## src/rtl/lsu_pkg.sv

```systemverilog
// Shared types and error cause codes for the load/store controller.
package lsu_pkg;

    typedef enum logic [1:0] {
        BYTE = 2'd0,
        HALF = 2'd1,
        WORD = 2'd2
    } lsu_size_e;

    typedef enum logic [1:0] {
        IDLE = 2'd0,
        RD   = 2'd1,
        WR   = 2'd2,
        RESP = 2'd3
    } lsu_state_e;

    localparam logic [2:0] LSU_ERR_NONE  = 3'd0;
    localparam logic [2:0] LSU_ERR_SIZE  = 3'd1;
    localparam logic [2:0] LSU_ERR_ALIGN = 3'd2;
    localparam logic [2:0] LSU_ERR_RANGE = 3'd3;
    localparam logic [2:0] LSU_ERR_FSIZE = 3'd4;
    localparam logic [2:0] LSU_ERR_RMW   = 3'd5;

endpackage

```

## src/rtl/lsu_ctrl_if.sv

```systemverilog
// Request/response handshake plus I-port and F-port memory buses of the load/store controller.
interface lsu_ctrl_if;

    logic        req_valid;
    logic        req_ready;
    logic        req_store;
    logic [1:0]  req_size;
    logic        req_unsigned;
    logic        req_is_f;
    logic [31:0] req_addr;
    logic [31:0] req_wdata;

    logic        rsp_valid;
    logic        rsp_ready;
    logic [31:0] rsp_data;
    logic        rsp_is_f;
    logic        rsp_err;

    logic        mem_enable;
    logic        mem_read;
    logic        mem_write;
    logic [31:0] address;
    logic [31:0] write_data;
    logic [31:0] mem_data_out;

    logic        mem_enable_f_out_mem;
    logic        mem_write_f_out_mem;
    logic [31:0] address_f;
    logic [31:0] data_for_writing_sw;
    logic [31:0] mem_data_out_f;

    // Controller side.
    modport slave (
        input  req_valid, req_store, req_size, req_unsigned, req_is_f, req_addr, req_wdata,
        output req_ready,
        output rsp_valid, rsp_data, rsp_is_f, rsp_err,
        input  rsp_ready,
        output mem_enable, mem_read, mem_write, address, write_data,
        input  mem_data_out,
        output mem_enable_f_out_mem, mem_write_f_out_mem, address_f, data_for_writing_sw,
        input  mem_data_out_f
    );

    // Pipeline and memory side.
    modport master (
        output req_valid, req_store, req_size, req_unsigned, req_is_f, req_addr, req_wdata,
        input  req_ready,
        input  rsp_valid, rsp_data, rsp_is_f, rsp_err,
        output rsp_ready,
        input  mem_enable, mem_read, mem_write, address, write_data,
        output mem_data_out,
        input  mem_enable_f_out_mem, mem_write_f_out_mem, address_f, data_for_writing_sw,
        output mem_data_out_f
    );

endinterface

```

## src/rtl/lsu_lane.sv

```systemverilog
// Byte/half lane extraction with sign/zero extension, and (with LSU_RMW_EN) sub-word store merge.
module lsu_lane
    import lsu_pkg::*;
(
    input  logic [31:0] word,
    input  logic [1:0]  lane,
    input  lsu_size_e   size,
    input  logic        is_unsigned,
`ifdef LSU_RMW_EN
    input  logic [15:0] new_data,
    output logic [31:0] merged,
`endif
    output logic [31:0] load_data
);

    logic [4:0]  shamt;
    logic [31:0] shifted;

    assign shamt   = {lane, 3'b000};
    assign shifted = word >> shamt;

    always_comb begin
        load_data = word;
        case (size)
            BYTE:    load_data = is_unsigned ? {24'h0, shifted[7:0]}
                                             : {{24{shifted[7]}}, shifted[7:0]};
            HALF:    load_data = is_unsigned ? {16'h0, shifted[15:0]}
                                             : {{16{shifted[15]}}, shifted[15:0]};
            default: load_data = word;
        endcase
    end

`ifdef LSU_RMW_EN
    logic [31:0] mask;
    logic [31:0] ins;

    always_comb begin
        mask   = (size == BYTE) ? 32'h0000_00FF : 32'h0000_FFFF;
        ins    = (size == BYTE) ? {24'h0, new_data[7:0]} : {16'h0, new_data};
        merged = (word & ~(mask << shamt)) | (ins << shamt);
    end
`endif

endmodule

```

## src/rtl/lsu_ctrl.sv

```systemverilog
// Load/store controller for the RV32IF data memory; I-port for integer, F-port for float accesses.
// Optional LSU_RMW_EN enables read-modify-write sub-word stores; otherwise they are rejected.
module lsu_ctrl
    import lsu_pkg::*;
#(
    parameter int unsigned DEPTH_WORDS = 256,
    parameter int unsigned AW          = 8
) (
    input  logic     clk,
    input  logic     rst_n,
    lsu_ctrl_if.slave bus
);

    lsu_state_e  state_q;
    lsu_size_e   req_size;
    lsu_size_e   size_q;
    logic        uns_q;
    logic        is_f_q;
    logic [1:0]  lane_q;
`ifdef LSU_RMW_EN
    logic        store_q;
    logic [15:0] wdata_q;
    logic [31:0] merged;
`endif

    logic        req_ready_q;
    logic        rsp_valid_q;
    logic [31:0] rsp_data_q;
    logic        rsp_is_f_q;
    logic        rsp_err_q;
    logic        en_q;
    logic        rd_q;
    logic        wr_q;
    logic [31:0] addr_q;
    logic [31:0] wdata_out_q;
    logic        en_f_q;
    logic        wr_f_q;
    logic [31:0] addr_f_q;
    logic [31:0] data_f_q;

    logic [2:0]  err_cause;
    logic        out_of_range;
    logic [31:0] word_addr;
    logic [31:0] rdata;
    logic [31:0] load_data;

    assign req_size     = lsu_size_e'(bus.req_size);
    assign word_addr    = {{(32 - AW){1'b0}}, bus.req_addr[AW+1:2]};
    assign out_of_range = bus.req_addr[31:2] >= 30'(DEPTH_WORDS);
    assign rdata        = is_f_q ? bus.mem_data_out_f : bus.mem_data_out;

    always_comb begin
        err_cause = LSU_ERR_NONE;
        if (bus.req_size == 2'd3) begin
            err_cause = LSU_ERR_SIZE;
        end else if ((req_size == HALF && bus.req_addr[0]) ||
                     (req_size == WORD && bus.req_addr[1:0] != 2'b00)) begin
            err_cause = LSU_ERR_ALIGN;
        end else if (out_of_range) begin
            err_cause = LSU_ERR_RANGE;
        end else if (bus.req_is_f && req_size != WORD) begin
            err_cause = LSU_ERR_FSIZE;
`ifndef LSU_RMW_EN
        end else if (bus.req_store && req_size != WORD) begin
            err_cause = LSU_ERR_RMW;
`endif
        end
    end

    lsu_lane u_lane (
        .word       (rdata),
        .lane       (lane_q),
        .size       (size_q),
        .is_unsigned(uns_q),
`ifdef LSU_RMW_EN
        .new_data   (wdata_q),
        .merged     (merged),
`endif
        .load_data  (load_data)
    );

    always_ff @(posedge clk or negedge rst_n) begin
        if (!rst_n) begin
            state_q     <= IDLE;
            size_q      <= BYTE;
            uns_q       <= 1'b0;
            is_f_q      <= 1'b0;
            lane_q      <= 2'b00;
`ifdef LSU_RMW_EN
            store_q     <= 1'b0;
            wdata_q     <= '0;
`endif
            req_ready_q <= 1'b1;
            rsp_valid_q <= 1'b0;
            rsp_data_q  <= '0;
            rsp_is_f_q  <= 1'b0;
            rsp_err_q   <= 1'b0;
            en_q        <= 1'b0;
            rd_q        <= 1'b0;
            wr_q        <= 1'b0;
            addr_q      <= '0;
            wdata_out_q <= '0;
            en_f_q      <= 1'b0;
            wr_f_q      <= 1'b0;
            addr_f_q    <= '0;
            data_f_q    <= '0;
        end else begin
            // Memory controls live for exactly one state, so they default to idle every edge.
            en_q        <= 1'b0;
            rd_q        <= 1'b0;
            wr_q        <= 1'b0;
            addr_q      <= '0;
            wdata_out_q <= '0;
            en_f_q      <= 1'b0;
            wr_f_q      <= 1'b0;
            addr_f_q    <= '0;
            data_f_q    <= '0;

            unique case (state_q)
                IDLE: begin
                    if (bus.req_valid && req_ready_q) begin
                        req_ready_q <= 1'b0;
                        if (err_cause != LSU_ERR_NONE) begin
                            state_q     <= RESP;
                            rsp_valid_q <= 1'b1;
                            rsp_err_q   <= 1'b1;
                            rsp_data_q  <= '0;
                            rsp_is_f_q  <= bus.req_is_f;
                        end else begin
                            size_q  <= req_size;
                            uns_q   <= bus.req_unsigned;
                            is_f_q  <= bus.req_is_f;
                            lane_q  <= bus.req_addr[1:0];
`ifdef LSU_RMW_EN
                            store_q <= bus.req_store;
                            wdata_q <= bus.req_wdata[15:0];
`endif
                            if (bus.req_store && req_size == WORD) begin
                                state_q <= WR;
                                if (bus.req_is_f) begin
                                    en_f_q   <= 1'b1;
                                    wr_f_q   <= 1'b1;
                                    addr_f_q <= word_addr;
                                    data_f_q <= bus.req_wdata;
                                end else begin
                                    en_q        <= 1'b1;
                                    wr_q        <= 1'b1;
                                    addr_q      <= word_addr;
                                    wdata_out_q <= bus.req_wdata;
                                end
                            end else begin
                                state_q <= RD;
                                if (bus.req_is_f) begin
                                    en_f_q   <= 1'b1;
                                    addr_f_q <= word_addr;
                                end else begin
                                    en_q   <= 1'b1;
                                    rd_q   <= 1'b1;
                                    addr_q <= word_addr;
                                end
                            end
                        end
                    end
                end
                RD: begin
`ifdef LSU_RMW_EN
                    if (store_q) begin
                        state_q     <= WR;
                        en_q        <= 1'b1;
                        wr_q        <= 1'b1;
                        addr_q      <= addr_q;
                        wdata_out_q <= merged;
                    end else
`endif
                    begin
                        state_q     <= RESP;
                        rsp_valid_q <= 1'b1;
                        rsp_data_q  <= load_data;
                        rsp_is_f_q  <= is_f_q;
                        rsp_err_q   <= 1'b0;
                    end
                end
                WR: begin
                    state_q     <= RESP;
                    rsp_valid_q <= 1'b1;
                    rsp_data_q  <= '0;
                    rsp_is_f_q  <= is_f_q;
                    rsp_err_q   <= 1'b0;
                end
                RESP: begin
                    if (bus.rsp_ready) begin
                        state_q     <= IDLE;
                        req_ready_q <= 1'b1;
                        rsp_valid_q <= 1'b0;
                        rsp_data_q  <= '0;
                        rsp_is_f_q  <= 1'b0;
                        rsp_err_q   <= 1'b0;
                    end
                end
                default: state_q <= IDLE;
            endcase
        end
    end

    assign bus.req_ready            = req_ready_q;
    assign bus.rsp_valid            = rsp_valid_q;
    assign bus.rsp_data             = rsp_data_q;
    assign bus.rsp_is_f             = rsp_is_f_q;
    assign bus.rsp_err              = rsp_err_q;
    assign bus.mem_enable           = en_q;
    assign bus.mem_read             = rd_q;
    assign bus.mem_write            = wr_q;
    assign bus.address              = addr_q;
    assign bus.write_data           = wdata_out_q;
    assign bus.mem_enable_f_out_mem = en_f_q;
    assign bus.mem_write_f_out_mem  = wr_f_q;
    assign bus.address_f            = addr_f_q;
    assign bus.data_for_writing_sw  = data_f_q;

endmodule

```

## src/flat_wrapper.sv

```systemverilog
// flat-port wrapper written by rule: the top's interface ports become plain ports
module lsu_ctrl_flat import lsu_pkg::*;
#(
    parameter int unsigned DEPTH_WORDS = 256,
    parameter int unsigned AW          = 8
)
  (clk, rst_n, bus_req_valid, bus_req_store, bus_req_size, bus_req_unsigned, bus_req_is_f, bus_req_addr, bus_req_wdata, bus_req_ready, bus_rsp_valid, bus_rsp_data, bus_rsp_is_f, bus_rsp_err, bus_rsp_ready, bus_mem_enable, bus_mem_read, bus_mem_write, bus_address, bus_write_data, bus_mem_data_out, bus_mem_enable_f_out_mem, bus_mem_write_f_out_mem, bus_address_f, bus_data_for_writing_sw, bus_mem_data_out_f);
  lsu_ctrl_if bus_i ();
  input  logic clk;
  input  logic rst_n;
  input wire logic [$bits(bus_i.req_valid)-1:0] bus_req_valid;
  input wire logic [$bits(bus_i.req_store)-1:0] bus_req_store;
  input wire logic [$bits(bus_i.req_size)-1:0] bus_req_size;
  input wire logic [$bits(bus_i.req_unsigned)-1:0] bus_req_unsigned;
  input wire logic [$bits(bus_i.req_is_f)-1:0] bus_req_is_f;
  input wire logic [$bits(bus_i.req_addr)-1:0] bus_req_addr;
  input wire logic [$bits(bus_i.req_wdata)-1:0] bus_req_wdata;
  output wire logic [$bits(bus_i.req_ready)-1:0] bus_req_ready;
  output wire logic [$bits(bus_i.rsp_valid)-1:0] bus_rsp_valid;
  output wire logic [$bits(bus_i.rsp_data)-1:0] bus_rsp_data;
  output wire logic [$bits(bus_i.rsp_is_f)-1:0] bus_rsp_is_f;
  output wire logic [$bits(bus_i.rsp_err)-1:0] bus_rsp_err;
  input wire logic [$bits(bus_i.rsp_ready)-1:0] bus_rsp_ready;
  output wire logic [$bits(bus_i.mem_enable)-1:0] bus_mem_enable;
  output wire logic [$bits(bus_i.mem_read)-1:0] bus_mem_read;
  output wire logic [$bits(bus_i.mem_write)-1:0] bus_mem_write;
  output wire logic [$bits(bus_i.address)-1:0] bus_address;
  output wire logic [$bits(bus_i.write_data)-1:0] bus_write_data;
  input wire logic [$bits(bus_i.mem_data_out)-1:0] bus_mem_data_out;
  output wire logic [$bits(bus_i.mem_enable_f_out_mem)-1:0] bus_mem_enable_f_out_mem;
  output wire logic [$bits(bus_i.mem_write_f_out_mem)-1:0] bus_mem_write_f_out_mem;
  output wire logic [$bits(bus_i.address_f)-1:0] bus_address_f;
  output wire logic [$bits(bus_i.data_for_writing_sw)-1:0] bus_data_for_writing_sw;
  input wire logic [$bits(bus_i.mem_data_out_f)-1:0] bus_mem_data_out_f;
  assign bus_i.req_valid = bus_req_valid;
  assign bus_i.req_store = bus_req_store;
  assign bus_i.req_size = bus_req_size;
  assign bus_i.req_unsigned = bus_req_unsigned;
  assign bus_i.req_is_f = bus_req_is_f;
  assign bus_i.req_addr = bus_req_addr;
  assign bus_i.req_wdata = bus_req_wdata;
  assign bus_req_ready = bus_i.req_ready;
  assign bus_rsp_valid = bus_i.rsp_valid;
  assign bus_rsp_data = bus_i.rsp_data;
  assign bus_rsp_is_f = bus_i.rsp_is_f;
  assign bus_rsp_err = bus_i.rsp_err;
  assign bus_i.rsp_ready = bus_rsp_ready;
  assign bus_mem_enable = bus_i.mem_enable;
  assign bus_mem_read = bus_i.mem_read;
  assign bus_mem_write = bus_i.mem_write;
  assign bus_address = bus_i.address;
  assign bus_write_data = bus_i.write_data;
  assign bus_i.mem_data_out = bus_mem_data_out;
  assign bus_mem_enable_f_out_mem = bus_i.mem_enable_f_out_mem;
  assign bus_mem_write_f_out_mem = bus_i.mem_write_f_out_mem;
  assign bus_address_f = bus_i.address_f;
  assign bus_data_for_writing_sw = bus_i.data_for_writing_sw;
  assign bus_i.mem_data_out_f = bus_mem_data_out_f;
  lsu_ctrl #(.DEPTH_WORDS(DEPTH_WORDS), .AW(AW)) u_core (.clk(clk), .rst_n(rst_n), .bus(bus_i));
endmodule
```

## config.mk

```make
export PLATFORM = sky130hd
export DESIGN_NAME = lsu_ctrl_flat
export DESIGN_NICKNAME = d
export VERILOG_FILES = /design/src/rtl/lsu_pkg.sv /design/src/rtl/lsu_ctrl_if.sv /design/src/rtl/lsu_lane.sv /design/src/rtl/lsu_ctrl.sv /design/src/flat_wrapper.sv
export SDC_FILE = /design/constraint.sdc
export NUM_CORES = 1
export LEC_CHECK = 0
export CAP_MARGIN = 15
export CORE_MARGIN = 2
export CORE_UTILIZATION = 40
export CTS_CLUSTER_SIZE = 24
export DETAILED_ROUTE_END_ITERATION = 12
export GPL_TIMING_DRIVEN = 0
export PLACE_DENSITY = 0.82
export SYNTH_ARGS = -nofsm -noshare
export SYNTH_HDL_FRONTEND = slang
export SYNTH_SLANG_ARGS = --single-unit
```

## constraint.sdc

```tcl
create_clock -name clk -period 2.6 [get_ports clk]
set_input_delay 0.39 -clock clk [delete_from_list [all_inputs] [get_ports clk]]
set_output_delay 0.39 -clock clk [all_outputs]
set_load 0.02 [all_outputs]
```

=== Word level (Yosys, flattened, before mapping) ===
Cells that the tools add are included.

* Magnitude comparators: 1
* Equality and inequality tests: 11
* Shift operators: 1
* Muxes and demuxes: 67
* Bitwise gates (word level): 1
* Reduce and logical (&&, ||, !) cells: 17

{| class="wikitable"
|+ Operator list
! kind !! count
|-
| $mux 32 || 22
|-
| $pmux 32 s4 || 1
|-
| $pmux 32 s2 || 1
|-
| $shr 32x5->16 || 1
|-
| $ge 30x9->1 const B || 1
|-
| $mux 1 || 27
|-
| $mux 8 || 2
|-
| $mux 3 || 5
|-
| $pmux 1 s3 || 3
|-
| $reduce_and 3->1 || 3
|-
| $eq 2x2->1 const B || 4
|-
| $mux 2 || 4
|-
| $eq 2x1->1 const B || 3
|-
| $logic_and 1x1->1 || 6
|-
| $pmux 2 s3 || 1
|-
| $logic_not 2->1 || 2
|-
| $ne 2x1->1 const B || 2
|-
| $ne 2x2->1 const B || 2
|-
| $reduce_bool 2->1 || 2
|-
| $reduce_bool 3->1 || 1
|-
| $pmux 1 s2 || 1
|-
| $reduce_and 2->1 || 1
|-
| $reduce_or 2->1 || 1
|-
| $logic_or 1x1->1 || 1
|-
| $not 1->1 || 1
|}

* Register bits: 177

=== Longest topological paths before layout ===
Gate-level depths: netlist of run 1.

* Depth after elaboration: 11
* Mapped depth: 8
* Depth with buffers taken out: 7

=== Cells and area by module ===
Synthesis of run 1 repeated with hierarchy kept, for this count alone.

* Cell total of the unflattened synthesis: 558
* Area total of the unflattened synthesis: 6268.5 um2

{| class="wikitable"
|+ By module, submodules not included
! module !! instances !! cells each !! area an instance (um2) !! sequential area each (um2)
|-
| lsu_ctrl || 1 || 445 || 5527.8 || 3229.3
|-
| lsu_lane || 1 || 113 || 740.7 || 0.0
|}

=== Worst setup path after synthesis of run 1 ===
Ideal clock, no wire load.

* Path kind: reg-to-reg
* From: register u_core.is_f_q
* To: register u_core.rsp_data_q[25] (netlist: u_core.bus.rsp_data[25])
* Library setup time: 0.125 ns
* Data arrival time: 2.001 ns
* Slack: 0.474 ns
* Stages on the path, launching flop included: 8
* Buffers on the path: 2
* Path through: dfrtp_1 -> buf_6 -> mux4_2 -> mux2_4 -> o2111ai_4 -> buf_8 -> a21oi_1 -> mux2_4

* Longest elaborated chain between the ends: 5

{| class="wikitable"
|+ RTL lines
! what !! line !! RTL
|-
| from (decl) || lsu_ctrl.sv:18 || <nowiki>logic is_f_q;</nowiki>
|-
| from (signal assigned) || lsu_ctrl.sv:132 || <nowiki>is_f_q <= bus.req_is_f;</nowiki>
|-
| $mux 32 (*) || lsu_ctrl.sv:50 || <nowiki>assign rdata = is_f_q ? bus.mem_data_out_f : bus.mem_data_out;</nowiki>
|-
| $shr 32x5->16 || lsu_lane.sv:20 || <nowiki>assign shifted = word >> shamt;</nowiki>
|-
| $mux 32 (on tied branches) || lsu_lane.sv:27, lsu_lane.sv:25 ||
|-
| $pmux 32 s2 (*) || lsu_lane.sv:24 || <nowiki>case (size)</nowiki>
|-
| $pmux 32 s4 (*) || lsu_ctrl.sv:119 || <nowiki>unique case (state_q)</nowiki>
|-
| to (signal assigned) || lsu_ctrl.sv:178 || <nowiki>rsp_data_q <= load_data;</nowiki>
|-
| to (decl) || lsu_ctrl.sv:28 || <nowiki>logic [31:0] rsp_data_q;</nowiki>
|}

Every way passes the cells marked *; elsewhere a longest branch is shown, timed or not.
A chain may end at the register's enable or synchronous reset.

=== Worst setup path after layout of run 1 ===
* From: register u_core.is_f_q
* To: register u_core.rsp_data_q[15] (netlist: u_core.bus.rsp_data[15])

The elaborated chain is that of the path after synthesis.

==> flow_summary.ini, run 1 <==
[cts]
clk_pin_slew_ns = 0.06
worst_skew_pair.late_latency_ns = 0.42
clockRootBuffer = clkbuf_16
cts_tree = done
cts_buffer_depth = 2
cts_buffers = 17
cts_max_level = 4
cts_sinks = 129

[timing]
period_share_pct = 91.1
timing.slew.headroom_pct = 48.9
tightest_slew_ns = 0.767
clock.fmax_mhz = 422
slew_viol_final = 0
finClkSkew_ns = 0.00785
worst_slack_ns = 0.232
setup_viol = 0
period_minus_slack_ns = 2.37
rsz0062_at_grt = no
hold_violations = 0

[floorplan]
coreArea_um2 = 15100
dieArea_um2 = 16400
boundaryPins = 306
start_util_pct = 40.7
rows = 45
die-width_um = 128
dieHeight_um = 128

[logic_synthesis]
yosys_warnings = 0
netlist_top_cells_area = dfrtp_1 (52%), and2_1 (6.5%), buf_4 (6.0%), mux2_2 (5.5%), mux2i_1 (4.1%)
ys_types = 54
ys_ff_latch = 129
yosysTopAreaCellShare_pct = 52.1
ys_async_sr_fraction_pct = 100
synth_area_leader_cell = dfrtp_1
synth.avg_cell_area_um2 = 11.8
synth_cells = 523
yosysSeqAreaShare_pct = 52.5
synth_edf_count = 0
synth_area_um2 = 6150
ys.flop_type = dfrtp_1

[cells_and_area]
antennaDiodeCount = 0
multiInputGateArea_um2 = 2510
drive_above_1_share_pct = 17.1
regArea_um2 = 3230
final_core_util_pct = 65.1
layout_common_cells = clkdlybuf4s50_1 (256), dfrtp_1 (128), and2_1 (64), buf_4 (55), conb_1 (48)
layout_commonest_cell = clkdlybuf4s50_1
syn2layout_area_growth_pct = 59.7
nNetsFinal = 994
fillCellCount = 1159

[global_routing]
grt_pass1_vias = 5122
grt_max_degree = 67
grt_remaining_overflow = 0
grt_pass1_wl_mm = 27.6
grt_antenna_before_repair = 0
grtUsageTotal_pct = 22.4

[drt]
postRouteAntennaNets = 0
vias = 5063
drtIter0Drc = 221
firstDrtPassIters = 4
via_per_inst = 4.82
route.detailed.drc = 0
routed_wirelength_mm = 18.6
wl_per_cell_um = 17.7

[power_and_ir_drop]
seqPwrFrac_pct = 34.4
p_total_uw = 7090
swShare_pct = 30.2
power_per_cell_area_nw_per_um2 = 722
p_switching_uw = 2140
pwr-share-clk_pct = 33.6
leakage_uw = 0.00463
p_comb_share_pct = 32.0
power.internal_uw = 4950
max-vdd-ir-drop_mv = 0.534

[job]
drv_cap = 0

[worst_setup_path]
worstPathRequired_ns = 2.89
worstPathMaxFanout = 10
critPathKind = flip-flop to flip-flop
critPathCaptureType = flip-flop
start_kind = flip-flop
crit_arrival_ns = 2.65

[placed_design]
place_ws_ns = -0.858
place_hpwl_mm = 14.0
routabilityCongestion = 0.911
io_buffers = 257

[min_path]
holdCritPathClass = flip-flop to flip-flop

[run_status]
status = finished, final reports clean
-- area by class of cell --
cell class / count / area share [%]
Sequential cell: 129 / 32.9
Timing Repair Buffer: 265 / 27.1
Multi-Input combinational cell: 350 / 25.6
Buffer: 76 / 5.61
Clock buffer: 19 / 4.51
Tap cell: 188 / 2.40
Clock inverter: 9 / 1.40
Inverter: 15 / 0.573
-- per-layer routing --
layer  share of wire [%]  vias up  track usage [%]  wire [um]
met3                 9.9       34             8.76       1840
met2                  50      256             38.5       9220
met4                 2.6        0             8.86        481
met5                   0        -                0          0
li1                    -     2378                -          -
met1                  38     2395             25.0       7040
-- power by group through the flow --
stage | logic [uW] | clock network [uW] | registers (uW)
4_1_cts | 2280 | 2410 | 2440
3_3_place_gp | 2230 | 0 | 2460
6_report | 2270 | 2380 | 2440
2_1_floorplan | 965 | 0 | 2760
5_1_grt | 2400 | 2520 | 2470
3_5_place_dp | 2260 | 0 | 2470
-- state kept, by name, summed over array words and instances (netlist names), 2 cells and up --
register	flops
u_core.bus.data_for_writing_sw	32
u_core.bus.write_data	32
u_core.bus.rsp_data	32
u_core.bus.address	8
u_core.bus.address_f	8
u_core.lane_q	2
u_core.state_q	2
u_core.size_q	2
-- synthesized netlist by cell type (9+ instances only) --
cell and instances:
and2_1 64, dfrtp_1 128, o21ai_0 13, inv_1 15
and3_1 21, mux2_4 11, nand2_1 12, nor2_1 19
a21oi_1 28, buf_4 49, mux2_2 30, mux2i_1 25
o22ai_1 9, clkbuf_1 15
-- what timing repair did --
item | in CTS | in global routing
buffers inserted | 0 | 6
hold endpoints to repair | 26 | 0
gates resized for setup | 2 | 2
pin swaps | 0 | 3
hold buffers | 1 | 0
endpoints found under the setup margin | 66 | 60
-- per-stage QoR --
step,TNS (ns),instances,cell area [um^2],hold WS (ns)
after floorplan,0,570,6320,0.0944
after global placement,-544.99,1015,9130,0.480
after detailed placement,-54.38,1016,9160,0.419
after CTS,-2.85,1045,9760,0.490
after global routing,0,1051,9820,0.522
final,0,1051,9820,0.488
-- worst max-delay path, stage by stage, from the launching register on --
cell      delay [ns]
dfrtp_1         0.38
buf_6           0.20
buf_8           0.17
clkbuf_1        0.60
mux2_2          0.41
a221oi_1        0.33
o22ai_1         0.13
-- logic make-up after synthesis --
kind of cell | after synthesis | synth area share, %
compound gates | 85 | 9.32
mux | 70 | 13.9
simple gates | 144 | 13.7
other cells | 1 | 0.0610
buf+inv | 91 | 9.87
fa+ha+maj | 3 | 0.611
flops | 129 | 52.5
-- worst paths after layout --
| kind | from | end | slack [ns] | cells after the start |
|---|---|---|---|---|
| max in group asynchronous | rst_n | u_core.bus.data_for_writing_sw[8] | 1.34 | 3 |
| worst min register to register | u_core.bus.rsp_err | u_core.bus.rsp_err | 0.49 | 1 |
| worst max-delay path | u_core.is_f_q | u_core.bus.rsp_data[15] | 0.23 | 6 |
| worst min-delay path | u_core.bus.rsp_err | u_core.bus.rsp_err | 0.49 | 1 |
| worst max register to register | u_core.is_f_q | u_core.bus.rsp_data[15] | 0.23 | 6 |
| min in group asynchronous | rst_n | u_core.bus.rsp_data[28] | 0.52 | 2 |
Power figures use the tool's default switching activity.
==> run 2, diff against run 1 <==
- CORE_MARGIN: 2 -> 3
- SLEW_MARGIN: not set -> 25
==> run 2 against run 1 <==
Cell count down 0.29%. Final area increased by 0.20%. Clock skew is 0.0033 ns higher. Largest power group is now clock. Highest routed layer unchanged.
==> flow_summary.ini, run 2 (same netlist as run 1, synthesis figures left out) <==
[run_status]
status = finished, final reports clean

[cts]
cts_tree = done
worst_skew_pair.late_latency_ns = 0.42
cts_max_level = 4
cts_buffer_depth = 2
clk_pin_slew_ns = 0.06
clockRootBuffer = clkbuf_16
cts_sinks = 129
cts_buffers = 17

[placed_design]
place_ws_ns = -0.635
io_buffers = 257
dp_cells = 1012
routabilityCongestion = 0.931
place_area_um2 = 9160
place_hpwl_mm = 14.6

[drt]
drtIter0Drc = 328
routed_wirelength_mm = 19.0
wl_per_cell_um = 18.1
postRouteAntennaNets = 0
drt-met1-wl_mm = 6.77
wl_met3_mm = 2.11
highest_layer = met4
route.detailed.drc = 0
via_per_inst = 4.81
firstDrtPassIters = 4
wl_met2_mm = 9.78
vias = 5044

[floorplan]
start_util_pct = 41.5
dieHeight_um = 130
coreArea_um2 = 14800
dieArea_um2 = 16900
die-width_um = 130
boundaryPins = 306
rows = 44

[power_and_ir_drop]
p_comb_share_pct = 31.5
power_per_cell_area_nw_per_um2 = 734
p_switching_uw = 2250
power.internal_uw = 4970
leakage_uw = 0.00465
max-vdd-ir-drop_mv = 0.480
swShare_pct = 31.1
seqPwrFrac_pct = 33.8
pwr-share-clk_pct = 34.7

[cells_and_area]
nNetsFinal = 991
final_cell_area_um2 = 9840
layout_common_cells = clkdlybuf4s50_1 (256), dfrtp_1 (128), and2_1 (64), buf_4 (52), conb_1 (48)
fillCellCount = 1091
layout.cells.non_filler = 1048
antennaDiodeCount = 0
multiInputGateArea_um2 = 2510
syn2layout_area_growth_pct = 60.0
drive_above_1_share_pct = 17.5
regArea_um2 = 3230
layout_commonest_cell = clkdlybuf4s50_1

[worst_setup_path]
cp_top_family = buffers and inverters
cp_num_buf_inv = 3
worstPathRequired_ns = 2.88
crit_chain = buf_6, buf_8, clkbuf_1, mux2_2, a221oi_1, o22ai_1
crit_arrival_ns = 2.76
r2r-start = u_core.is_f_q
critPathCaptureType = flip-flop
start_kind = flip-flop
worstPathMaxFanout = 10
crit_slowest_cell = clkbuf_1
critPathKind = flip-flop to flip-flop
critical_path.max_stage_delay_ns = 0.64
crit_start = u_core.is_f_q

[global_routing]
grtUsageTotal_pct = 22.4
grt_max_degree = 73
grt_remaining_overflow = 0
grt_pass1_vias = 5397
grt_pass1_wl_mm = 28.4
grt_antenna_before_repair = 0

[timing]
clock.fmax_mhz = 403
finClkSkew_ns = 0.0111
timing.slew.headroom_pct = 44.3
tightest_slew_ns = 0.836
period_minus_slack_ns = 2.48
period_share_pct = 95.4
slew_viol_final = 0
rsz0062_at_grt = no
worst_slack_ns = 0.120
setup_viol = 0
hold_violations = 0

[min_path]
holdCritPathClass = flip-flop to flip-flop
min-delay-start = u_core.bus.rsp_err

[job]
drv_cap = 0
==> run 2: what timing repair did <==
| item | CTS | global route |
|---|---|---|
| buffers inserted | 0 | 3 |
| pin swaps | 0 | 2 |
| hold endpoints to repair | 71 | 0 |
| resized for setup | 3 | 3 |
| endpoints found under the setup margin | 60 | 42 |
| hold buffers | 1 | 0 |
==> run 2: power by group through the flow <==
stage,registers [uW],logic [uW],clock network [uW]
5_1_grt,2480,2430,2640
6_report,2440,2280,2500
3_5_place_dp,2470,2270,0
4_1_cts,2440,2280,2540
3_3_place_gp,2460,2240,0
2_1_floorplan,2760,965,0
==> run 2: layer usage <==
metal / GRT usage, % / vias to the layer above
met1: 23.5 / 2396
li1: - / 2379
met3: 9.66 / 26
met4: 8.56 / 0
met5: 0 / -
met2: 39.7 / 243
==> run 2: final cells by class <==
type                    count  area share (%)
flip-flops and latches    129            32.8
inverters                  15           0.572
well taps                 184            2.34
multi-input cells         350            25.5
clock buffers              17            4.32
repair buffers            262            26.8
clock inverters            15            2.01
plain buffers              76            5.61
==> run 2: path summary, 6_finish.rpt <==
| path | end | slack (ns) | cells after the start |
|---|---|---|---|
| setup / recovery | u_core.bus.rsp_data[15] | 0.12 | 6 |
| hold / removal | u_core.bus.rsp_err | 0.49 | 1 |
| setup reg to reg | u_core.bus.rsp_data[15] | 0.12 | 6 |
| hold reg to reg | u_core.bus.rsp_err | 0.49 | 1 |
| max in group asynchronous | u_core.bus.req_ready | 1.38 | 3 |
| min in group asynchronous | u_core.bus.rsp_data[8] | 0.54 | 2 |
==> run 2: stage by stage <==
step / utilization, % / total power (uW) / TNS [ns] / hold WS (ns)
after floorplan: - / 3720 / 0 / 0.0944
final: 66.4 / 7220 / 0 / 0.488
after global placement: 61.6 / 4700 / -519.47 / 0.474
after detailed placement: 61.8 / 4740 / -34.67 / 0.380
after CTS: 66.2 / 7270 / 0 / 0.491
after global routing: 66.4 / 7540 / 0 / 0.524
==> run 2: worst register-to-register path, delay by kind of cell (launching register included) <==
kind                   cells  cell delay [ns]
AOI/OAI and AO/OA          2             0.49
buffers and inverters      3             1.04
DFF                        1             0.39
muxes                      1             0.43
==> run 3, diff against run 2 <==
- CTS_CLUSTER_SIZE: 24 -> not set
- HOLD_SLACK_MARGIN: not set -> 0.15
- clock period: 2.6 -> 3.2 ns (I/O delays scaled with it)
==> run 3 against run 2 <==
Critical path type is now primary input to flip-flop. Die area unchanged. Final area down 0.47%. Non-clock buffer count down 3.
==> flow_summary.ini, run 3 (same netlist as run 1, synthesis figures left out) <==
[worst_setup_path]
worstPathRequired_ns = 3.56
critical_path.max_stage_delay_ns = 0.73
critPathCaptureType = flip-flop
worstPathMaxFanout = 10
crit_slowest_cell = nor3_1
critPathKind = primary input to flip-flop
path_depth = 7
worstRegToRegCells = 7
start_kind = primary input
crit_arrival_ns = 3.22
cp_top_family = simple AND/OR/NAND/NOR gates
cp_num_buf_inv = 2
crit_chain = clkdlybuf4s50_1, nor4_1, o211a_1, nand4_1, nor3_1, clkbuf_1, and2_1

[cells_and_area]
final_core_util_pct = 66.1
nNetsFinal = 988
layout.cells.non_filler = 1045
syn2layout_area_growth_pct = 59.3
drive_above_1_share_pct = 16.8
final_cell_area_um2 = 9790
antennaDiodeCount = 0
layout_common_cells = clkdlybuf4s50_1 (256), dfrtp_1 (128), and2_1 (64), buf_4 (49), conb_1 (48)
layout_commonest_cell = clkdlybuf4s50_1

[power_and_ir_drop]
power_per_cell_area_nw_per_um2 = 599
swShare_pct = 31.1
leakage_uw = 0.00461
p_total_uw = 5870
p_comb_share_pct = 31.5
seqPwrFrac_pct = 33.8
power.internal_uw = 4040
p_switching_uw = 1830
max-vdd-ir-drop_mv = 0.390
pwr-share-clk_pct = 34.7

[run_status]
status = finished, final reports clean

[global_routing]
grt_remaining_overflow = 0
grt_antenna_before_repair = 0
grt_pass1_vias = 5404
grt_max_degree = 73
busiest_layer = met2
grtUsageTotal_pct = 22.3
met2_usage_pct = 39.7
grt_pass1_wl_mm = 28.4
grt_use_met3_pct = 9.66
grt_use_met1_pct = 23.4

[cts]
cts_buffers = 17
worst_skew_pair.late_latency_ns = 0.42
ctsHoldBuffers = 1
cts.repair.resized = 0
cts_buffer_depth = 2
postCtsSetupRepairBufs = 0
cts_sinks = 129
cts_max_level = 4
clockRootBuffer = clkbuf_16
clk_pin_slew_ns = 0.06
cts_tree = done

[floorplan]
coreArea_um2 = 14800
dieHeight_um = 130
dieArea_um2 = 16900
start_util_pct = 41.5
die-width_um = 130
boundaryPins = 306
rows = 44

[min_path]
holdCritPathClass = flip-flop to flip-flop
whs_path_depth = 1

[timing]
period_minus_slack_ns = 2.87
timing.slew.headroom_pct = 44.8
hold_violations = 0
slew_viol_final = 0
finClkSkew_ns = 0.00967
setup_viol = 0
tightest_slew_ns = 0.829
clock.fmax_mhz = 349
period_share_pct = 89.6
rsz0062_at_grt = no

[placed_design]
routabilityCongestion = 0.931
place_area_um2 = 9160
dp_cells = 1012
io_buffers = 257
place_hpwl_mm = 14.6

[drt]
drtIter0Drc = 325
routed_wirelength_mm = 19.0
postRouteAntennaNets = 0
via_per_inst = 4.83
route.detailed.drc = 0
firstDrtPassIters = 5
vias = 5044
wl_per_cell_um = 18.1

[job]
drv_cap = 0
[run 3: routing by layer]
layer	routed length [um]	share of wire, %
met4	399	2.1
met1	6770	36
met2	9740	51
met3	2040	11
met5	0	0
[run 3: per-stage QoR]
step	setup TNS, ns	hold WS [ns]	setup WS (ns)
final	0	0.488	0.332
after global routing	0	0.524	0.0503
after CTS	0	0.491	0.231
after detailed placement	-1.88	0.470	-0.125
after global placement	-420.36	0.474	-3.23
after floorplan	0	0.184	1.05
[run 3: worst paths after layout]
check,from,endpoint,slack [ns]
min in group asynchronous,rst_n,u_core.bus.rsp_data[8],0.63
worst max-delay path,bus_req_addr[31],u_core.bus.data_for_writing_sw[24],0.33
worst min register to register,u_core.bus.rsp_err,u_core.bus.rsp_err,0.49
max in group asynchronous,rst_n,u_core.bus.req_ready,1.89
worst max register to register,u_core.state_q[0],u_core.bus.data_for_writing_sw[24],0.53
worst min-delay path,u_core.bus.rsp_err,u_core.bus.rsp_err,0.49
[run 3: power groups by stage]
| stage | Clock (uW) | Combinational [uW] | Sequential [uW] |
|---|---|---|---|
| after global placement | 0 | 1820 | 2000 |
| after floorplan | 0 | 784 | 2240 |
| final | 2040 | 1850 | 1980 |
| after detailed placement | 0 | 1840 | 2010 |
| after CTS | 2070 | 1850 | 1980 |
| after global routing | 2140 | 1970 | 2010 |
[run 3: area by class of cell]
type,instances,area (um^2)
Fill cell,1094,5020
Sequential cell,129,3230
Timing Repair Buffer,259,2620
Multi-Input combinational cell,350,2490
Buffer,76,551
Clock buffer,17,425
Tap cell,184,230
Clock inverter,15,198
Inverter,15,56.3
